### src/rtl/player_action_state_pkg.sv
// Shared types and helpers for the per-player action state block:
// action state encoding, comboMove codes and 8-bit saturating arithmetic.
package player_action_state_pkg;

    typedef enum logic [2:0] {
        GROUND = 3'd0,
        CROUCH = 3'd1,
        ATTACK = 3'd2,
        STUN   = 3'd3,
        KO     = 3'd4
    } actionStateT;

    localparam logic [1:0] COMBO_NONE    = 2'd0;
    localparam logic [1:0] COMBO_NORMAL  = 2'd1;
    localparam logic [1:0] COMBO_SPECIAL = 2'd2;
    localparam logic [1:0] COMBO_SUPER   = 2'd3;

    function automatic logic [7:0] sat8Add(input logic [7:0] a, input logic [7:0] b);
        logic [8:0] sum;
        sum = {1'b0, a} + {1'b0, b};
        return sum[8] ? 8'hFF : sum[7:0];
    endfunction

    function automatic logic [7:0] sat8Sub(input logic [7:0] a, input logic [7:0] b);
        return (b >= a) ? 8'd0 : (a - b);
    endfunction

endpackage

### src/rtl/player_action_state_jump_physics.sv
// Vertical motion: integrates posY/velY once per step, clamping to the floor on landing.
// A launch loads the take-off velocity; position starts rising on the following step.
module player_action_state_jump_physics #(
    parameter int JUMP_V0 = 6,
    parameter int GRAVITY = 1
) (
    input  logic       clk,
    input  logic       rst_n,
    input  logic       step,
    input  logic       launch,
    output logic [5:0] posY,
    output logic       airborne
);

    logic [4:0]        velY;
    logic signed [6:0] nextY;

    assign nextY    = signed'({1'b0, posY}) + signed'({{2{velY[4]}}, velY});
    assign airborne = (posY != 6'd0) || (velY != 5'd0);

    always_ff @(posedge clk or negedge rst_n) begin
        if (!rst_n) begin
            posY <= 6'd0;
            velY <= 5'd0;
        end else if (step) begin
            if (launch) begin
                velY <= 5'(JUMP_V0);
            end else if (airborne) begin
                // Touching or passing the floor ends the jump outright.
                if (nextY <= 7'sd0) begin
                    posY <= 6'd0;
                    velY <= 5'd0;
                end else begin
                    posY <= nextY[5:0];
                    velY <= velY - 5'(GRAVITY);
                end
            end
        end
    end

endmodule

### src/rtl/player_action_state.sv
// Per-player game state: position, jump, crouch/attack/stun timers and health.
// All state advances on gameTicks; hits arriving between ticks are coalesced.
module player_action_state
    import player_action_state_pkg::*;
#(
    parameter int X_MIN        = 0,
    parameter int X_MAX        = 80,
    parameter int X_START      = 8,
    parameter int WALK_STEP    = 1,
    parameter int JUMP_V0      = 6,
    parameter int GRAVITY      = 1,
    parameter int CROUCH_TICKS = 4,
    parameter int ATK1         = 3,
    parameter int ATK2         = 6,
    parameter int ATK3         = 10,
    parameter int STUN_TICKS   = 8,
    parameter int HEALTH_MAX   = 255
) (
    input  logic       clk,
    input  logic       rst_n,
    input  logic       gameTicks,
    input  logic       movingLeft,
    input  logic       movingRight,
    input  logic       isCrouching,
    input  logic       isJumping,
    input  logic       isBlocking,
    input  logic [1:0] comboMove,
    input  logic       hitReceived,
    input  logic [7:0] hitDamage,
    output logic [6:0] posX,
    output logic [5:0] posY,
    output logic       isCrouched,
    output logic       isInAir,
    output logic       isStunned,
    output logic       isPerformingAttackAnimation,
    output logic [1:0] attackType,
    output logic [7:0] health,
    output logic       isKO
);

    actionStateT state, stateNext;
    logic [3:0]  atkCnt, atkCntNext;
    logic [3:0]  stunCnt, stunCntNext;
    logic [3:0]  crCnt, crCntNext;
    logic [6:0]  posXNext;
    logic [7:0]  healthNext;
    logic [1:0]  attackTypeNext;
    logic        pendHit;
    logic [7:0]  pendDmg;
    logic        effHit;
    logic [7:0]  effDmg;
    logic        blocked;
    logic        launch;
    logic        physStep;
    logic [3:0]  atkLen;
    int          walkX;

    player_action_state_jump_physics #(
        .JUMP_V0 (JUMP_V0),
        .GRAVITY (GRAVITY)
    ) jumpPhysics (
        .clk      (clk),
        .rst_n    (rst_n),
        .step     (physStep),
        .launch   (launch),
        .posY     (posY),
        .airborne (isInAir)
    );

    assign physStep = gameTicks && (state != KO);

    // A hit arriving on the tick cycle itself joins the pending total.
    assign effHit  = pendHit || hitReceived;
    assign effDmg  = hitReceived ? sat8Add(pendDmg, hitDamage) : pendDmg;
    assign blocked = isBlocking && ((state == GROUND) || (state == CROUCH)) && !isInAir;

    always_comb begin
        case (comboMove)
            COMBO_NORMAL:  atkLen = 4'(ATK1);
            COMBO_SPECIAL: atkLen = 4'(ATK2);
            COMBO_SUPER:   atkLen = 4'(ATK3);
            default:       atkLen = 4'd0;
        endcase
    end

    always_comb begin
        walkX = int'(posX);
        if (movingRight && !movingLeft) begin
            walkX = walkX + WALK_STEP;
        end else if (movingLeft && !movingRight) begin
            walkX = walkX - WALK_STEP;
        end
        if (walkX > X_MAX) begin
            walkX = X_MAX;
        end else if (walkX < X_MIN) begin
            walkX = X_MIN;
        end
    end

    always_comb begin
        stateNext      = state;
        atkCntNext     = atkCnt;
        stunCntNext    = stunCnt;
        crCntNext      = crCnt;
        healthNext     = health;
        attackTypeNext = attackType;
        posXNext       = posX;
        launch         = 1'b0;

        if (gameTicks && (state != KO)) begin
            if (state == GROUND) begin
                posXNext = 7'(walkX);
            end

            if (effHit && !blocked) begin
                healthNext     = sat8Sub(health, effDmg);
                attackTypeNext = COMBO_NONE;
                if (healthNext == 8'd0) begin
                    stateNext = KO;
                end else begin
                    stateNext   = STUN;
                    stunCntNext = 4'(STUN_TICKS);
                end
            end else begin
                if (effHit) begin
                    healthNext = sat8Sub(health, effDmg >> 2);
                end
                if (effHit && (healthNext == 8'd0)) begin
                    stateNext      = KO;
                    attackTypeNext = COMBO_NONE;
                end else begin
                    // A blocked hit takes the tick: no new action starts, timers still run.
                    case (state)
                        GROUND: begin
                            if (!effHit && (comboMove != COMBO_NONE)) begin
                                stateNext      = ATTACK;
                                atkCntNext     = atkLen;
                                attackTypeNext = comboMove;
                            end else if (!effHit && isCrouching && !isInAir) begin
                                stateNext = CROUCH;
                                crCntNext = 4'(CROUCH_TICKS);
                            end else if (!effHit && isJumping && !isInAir) begin
                                launch = 1'b1;
                            end
                        end
                        CROUCH: begin
                            if (!effHit && (comboMove != COMBO_NONE)) begin
                                stateNext      = ATTACK;
                                atkCntNext     = atkLen;
                                attackTypeNext = comboMove;
                            end else if (crCnt == 4'd1) begin
                                if (isCrouching) begin
                                    crCntNext = 4'(CROUCH_TICKS);
                                end else begin
                                    stateNext = GROUND;
                                    crCntNext = 4'd0;
                                end
                            end else begin
                                crCntNext = crCnt - 4'd1;
                            end
                        end
                        ATTACK: begin
                            atkCntNext = atkCnt - 4'd1;
                            if (atkCnt == 4'd1) begin
                                stateNext      = GROUND;
                                attackTypeNext = COMBO_NONE;
                            end
                        end
                        STUN: begin
                            stunCntNext = stunCnt - 4'd1;
                            if (stunCnt == 4'd1) begin
                                stateNext = GROUND;
                            end
                        end
                        default: ;
                    endcase
                end
            end
        end
    end

    always_ff @(posedge clk or negedge rst_n) begin
        if (!rst_n) begin
            state      <= GROUND;
            atkCnt     <= 4'd0;
            stunCnt    <= 4'd0;
            crCnt      <= 4'd0;
            posX       <= 7'(X_START);
            health     <= 8'(HEALTH_MAX);
            attackType <= COMBO_NONE;
            pendHit    <= 1'b0;
            pendDmg    <= 8'd0;
        end else begin
            state      <= stateNext;
            atkCnt     <= atkCntNext;
            stunCnt    <= stunCntNext;
            crCnt      <= crCntNext;
            posX       <= posXNext;
            health     <= healthNext;
            attackType <= attackTypeNext;
            if (gameTicks) begin
                pendHit <= 1'b0;
                pendDmg <= 8'd0;
            end else if (hitReceived) begin
                pendHit <= 1'b1;
                pendDmg <= sat8Add(pendDmg, hitDamage);
            end
        end
    end

    assign isCrouched                  = (state == CROUCH);
    assign isStunned                   = (state == STUN) || (state == KO);
    assign isPerformingAttackAnimation = (state == ATTACK);
    assign isKO                        = (state == KO);

endmodule

### config.mk
export PLATFORM = sky130hd
export DESIGN_NAME = player_action_state
export DESIGN_NICKNAME = d
export VERILOG_FILES = /design/src/rtl/player_action_state_pkg.sv /design/src/rtl/player_action_state_jump_physics.sv /design/src/rtl/player_action_state.sv
export SDC_FILE = /design/constraint.sdc
export NUM_CORES = 1
export LEC_CHECK = 0
export BUFFER_PORTS_ARGS = -buffer_cell sky130_fd_sc_hd__buf_4
export CORE_MARGIN = 1.5
export CORE_UTILIZATION = 45
export DETAILED_ROUTE_END_ITERATION = 12
export PLACE_DENSITY = 0.74
export SYNTH_ARGS = -nofsm -noshare
export SYNTH_HDL_FRONTEND = slang
export SYNTH_HIERARCHICAL = 1
export SYNTH_SLANG_ARGS = --single-unit
### constraint.sdc
create_clock -name clk -period 5.7 [get_ports clk]
set_input_delay 0.285 -clock clk [delete_from_list [all_inputs] [get_ports clk]]
set_output_delay 0.285 -clock clk [all_outputs]
set_load 0.1 [all_outputs]
==> impl_results.html <==
<table>
<tr><th>Metric</th><th>Value</th></tr>
<tr><th colspan="2">Min path</th></tr>
<tr><td>Tightest Hold Check Type</td><td>in2async</td></tr>
<tr><th colspan="2">STA</th></tr>
<tr><td>Setup Skew</td><td>0.005365 ns</td></tr>
<tr><td>Final Critical Period</td><td>4.758 ns</td></tr>
<tr><td>Tightest Pin Transition</td><td>0.8663 ns</td></tr>
<tr><td>Hold slack</td><td>-0.01491 ns</td></tr>
<tr><td>Hold Vio Cnt, Final</td><td>12</td></tr>
<tr><td>Max-Slew Margin vs Limit</td><td>42.03%</td></tr>
<tr><td>Endpoints failing setup</td><td>0</td></tr>
<tr><td>Highest achievable clock rate</td><td>0.2102 GHz</td></tr>
<tr><td>Part of the cycle the worst path needs</td><td>83.47%</td></tr>
<tr><td>RSZ-0062 raised after global routing</td><td>false</td></tr>
<tr><td>Post-route setup TNS</td><td>0 ns</td></tr>
<tr><td>Final number of max-transition violations</td><td>0</td></tr>
<tr><th colspan="2">Layout</th></tr>
<tr><td>Share of layout cells above drive strength 1</td><td>16.76%</td></tr>
<tr><td>Post-layout nets</td><td>615</td></tr>
<tr><td>Inserted Diodes</td><td>0</td></tr>
<tr><td>Area growth from synthesis to final layout</td><td>12.28%</td></tr>
<tr><th colspan="2">Clock network</th></tr>
<tr><td>Sinks on Clock Net</td><td>52</td></tr>
<tr><td>H-tree depth</td><td>2</td></tr>
<tr><td>Postcts setup bufs</td><td>0</td></tr>
<tr><td>Clock tree from TritonCTS</td><td>yes</td></tr>
<tr><td>Number of clock buffers inserted by TritonCTS</td><td>5</td></tr>
<tr><td>Number of gates resized after cts</td><td>0</td></tr>
<tr><td>Root Driver</td><td>clkbuf_8</td></tr>
<tr><td>Clock edge transition at the registers on the reported setup and hold paths</td><td>0.09 ns</td></tr>
<tr><td>Clock tree buffer depth</td><td>2</td></tr>
<tr><td>Clk_lat worst skew</td><td>0.32 ns</td></tr>
<tr><td>Total of hold buffers inserted after clock tree synthesis</td><td>0</td></tr>
<tr><th colspan="2">GRT</th></tr>
<tr><td>Global-route wire length before repair</td><td>18.68 mm</td></tr>
<tr><td>Number of antenna violations at the first check in global routing</td><td>0</td></tr>
<tr><td>Pin count of the biggest net entering global routing</td><td>53</td></tr>
<tr><td>GRT Overall Usage</td><td>21.91%</td></tr>
<tr><td>Vias in the first global route</td><td>3920</td></tr>
<tr><td>Total congestion overflow after global routing</td><td>0</td></tr>
<tr><th colspan="2">Routing</th></tr>
<tr><td>Iter 0 DRT Violations</td><td>188</td></tr>
<tr><td>Final ANT Viol Nets</td><td>0</td></tr>
<tr><td>Routed wire length</td><td>10.95 mm</td></tr>
<tr><td>Total number of vias</td><td>4119</td></tr>
<tr><td>Routed wire per std cell</td><td>15.92 um</td></tr>
<tr><td>DRC violation count after routing</td><td>0</td></tr>
<tr><td>Via density per instance</td><td>5.987</td></tr>
<tr><td>Length of the first detailed-routing pass in iterations</td><td>4</td></tr>
<tr><th colspan="2">Synth</th></tr>
<tr><td>Mapped Cells</td><td>517</td></tr>
<tr><td>Most area-hungry cell type in the Yosys netlist</td><td>dfrtp_1</td></tr>
<tr><td>Synthesized area per cell</td><td>8.708 um2</td></tr>
<tr><td>Synthesis warning total</td><td>6</td></tr>
<tr><td>Post-Synthesis Cell Area</td><td>4502 um2</td></tr>
<tr><td>Portion of the post-synthesis area used by sequential elements</td><td>29.16%</td></tr>
<tr><td>Synth area leaders</td><td>dfrtp_1 24%, ha_1 11%, dfstp_2 5.3%, nor2_1 3.9%, o21ai_0 3.3%</td></tr>
<tr><td>Post-synthesis register bit count</td><td>52</td></tr>
<tr><td>Asr flop ratio synth</td><td>100.0%</td></tr>
<tr><td>Syn nets</td><td>578</td></tr>
<tr><td>Top cell type's share of synthesized area</td><td>23.90%</td></tr>
<tr><td>Count of flip-flops with a built-in enable after synthesis</td><td>0</td></tr>
<tr><td>Leading register cell type out of synthesis</td><td>dfrtp_1</td></tr>
<tr><td>Number of different library cells in the post-synthesis netlist</td><td>80</td></tr>
<tr><th colspan="2">Placed design</th></tr>
<tr><td>Port Buf Inserts</td><td>46</td></tr>
<tr><td>DP HPWL</td><td>8.311 mm</td></tr>
<tr><td>Final RePlAce weighted congestion</td><td>0.9505</td></tr>
<tr><th colspan="2">Setup path</th></tr>
<tr><td>Data required time at the worst endpoint</td><td>5.91 ns</td></tr>
<tr><td>Worst-path maximum fanout</td><td>9</td></tr>
<tr><td>Worst r2r path cells</td><td>17</td></tr>
<tr><td>CP Launch Type</td><td>flip-flop</td></tr>
<tr><td>Worst setup EP type</td><td>flip-flop</td></tr>
<tr><td>WP data arrival</td><td>4.96 ns</td></tr>
<tr><td>Classification of the worst setup path</td><td>reg2reg</td></tr>
<tr><th colspan="2">Outcome</th></tr>
<tr><td>Result of the run</td><td>finished with violations</td></tr>
<tr><td>Violated checks</td><td>negative hold slack</td></tr>
<tr><th colspan="2">Floorplan</th></tr>
<tr><td>Starting density of the core</td><td>46.27%</td></tr>
<tr><td>Top-level I/O count</td><td>47</td></tr>
<tr><td>Standard-cell row count</td><td>36</td></tr>
<tr><td>Horiz. Die Dim</td><td>103.0 um</td></tr>
<tr><td>Core area</td><td>9729 um2</td></tr>
<tr><td>Die outline area</td><td>10610 um2</td></tr>
<tr><td>Die height</td><td>103.0 um</td></tr>
<tr><th colspan="2">Flow run</th></tr>
<tr><td># Max-Cap Violations</td><td>0</td></tr>
</table>
## cell usage in the layout (no fill, tap or decap), drive strengths merged, types with 10 or more instances in the layout
master	netlist	layout
a21oi	26	26
a31oi	11	11
buf	7	47
dfrtp	43	43
ha	38	38
inv	39	39
nand2	26	26
nand2b	10	10
nand3	14	14
nor2	48	48
nor3	16	16
o21ai	33	33
o22ai	10	10
xnor2	10	10
xor2	11	11
## cells in the mapped netlist (all sizes together), types with 4 or more instances
cell	count
a211oi	9
a21o	7
a21oi	26
a22oi	8
a31oi	11
and2	5
and3	8
buf	7
clkbuf	10
dfrtp	43
dfstp	9
fa	4
ha	38
inv	39
mux2	5
mux2i	4
nand2	26
nand2b	10
nand3	14
nand4	5
nor2	48
nor2b	8
nor3	16
nor3b	6
nor4	5
o21a	8
o21ai	33
o21bai	4
o221ai	7
o22ai	10
o31ai	8
or3	6
xnor2	10
xor2	11
## path summary, 6_finish.rpt
check | from | end | slack, ns
worst max-delay path | pendDmg[0]$_DFF_PN0_ | atkCnt[1]$_DFFE_PN0P_ | 0.94
worst min-delay path | rst_n | atkCnt[1]$_DFFE_PN0P_ | -0.01
worst max register to register | pendDmg[0]$_DFF_PN0_ | atkCnt[1]$_DFFE_PN0P_ | 0.94
worst min register to register | stunCnt[1]$_DFFE_PN0P_ | stunCnt[1]$_DFFE_PN0P_ | 0.53
max in group asynchronous | rst_n | pendDmg[3]$_DFF_PN0_ | 5.28
min in group clk | gameTicks | pendDmg[6]$_DFF_PN0_ | 0.24
## cell type report
type | instances | area (um2)
repair buffers | 47 | 352.8
well taps | 133 | 166.4
fillers | 903 | 4674
inverters | 39 | 146.4
clock inverters | 2 | 35.03
flip-flops and latches | 52 | 1313
clock buffers | 6 | 72.57
multi-input cells | 409 | 2969
## critical path, stage by stage (launching register included)
cell and delay (ns):
dfrtp_1 0.39, ha_1 0.21, fa_1 0.41, a21o_1 0.18
a21oi_1 0.24, o21bai_1 0.09, a21oi_1 0.22, o21ai_1 0.24
o22ai_1 0.30, inv_1 0.08, ha_1 0.21, fa_1 0.40
nand2b_1 0.19, a21oi_1 0.18, o21ai_0 0.14, a21bo_2 0.27
or3_1 0.53, mux2_1 0.36
## per-layer routing
| metal | global-route usage [%] | vias to the layer above | wire [um] |
|---|---|---|---|
| met2 | 35.32 | 117 | 5099 |
| met4 | 5.613 | 0 | 170 |
| li1 | - | 2003 | - |
| met3 | 3.593 | 18 | 607 |
| met5 | 0 | - | 0 |
| met1 | 30.65 | 1981 | 5075 |
## cells by family after synthesis
logic type | Yosys count | synth area share (%)
AOI/OAI and AO/OA | 162 | 26.54
xor gates and xnor gates | 21 | 4.085
adders and majority gates | 42 | 12.34
buffers and inverters | 56 | 4.892
DFF | 52 | 29.16
muxes | 9 | 2.140
and+or+nand+nor | 175 | 20.85
## per-stage QoR
stage                     cell area (um2)  utilization [%]  cells  hold slack, ns  setup slack, ns
final                                5055            51.95    688        -0.01491           0.9420
after CTS                            5055            51.95    688         0.02496           0.9786
after floorplan                      4502                -    517        -0.01059            1.431
after global placement               4947            50.85    680          0.3641            1.090
after global routing                 5055            51.95    688         0.05682           0.6214
after detailed placement             4947            50.85    680          0.3627           0.9750
## sequential cells by signal, indices dropped and copies added, names as in the netlist
signal	cells
jumpPhysics/posY	6
stunCnt	4
posX	7
health	8
crCnt	4
pendHit	1
jumpPhysics/velY	5
state	3
atkCnt	4
pendDmg	8
attackType	2
Power is not shown: default switching activity piles up to over one toggle a cycle in this logic, so the estimate is an artifact.
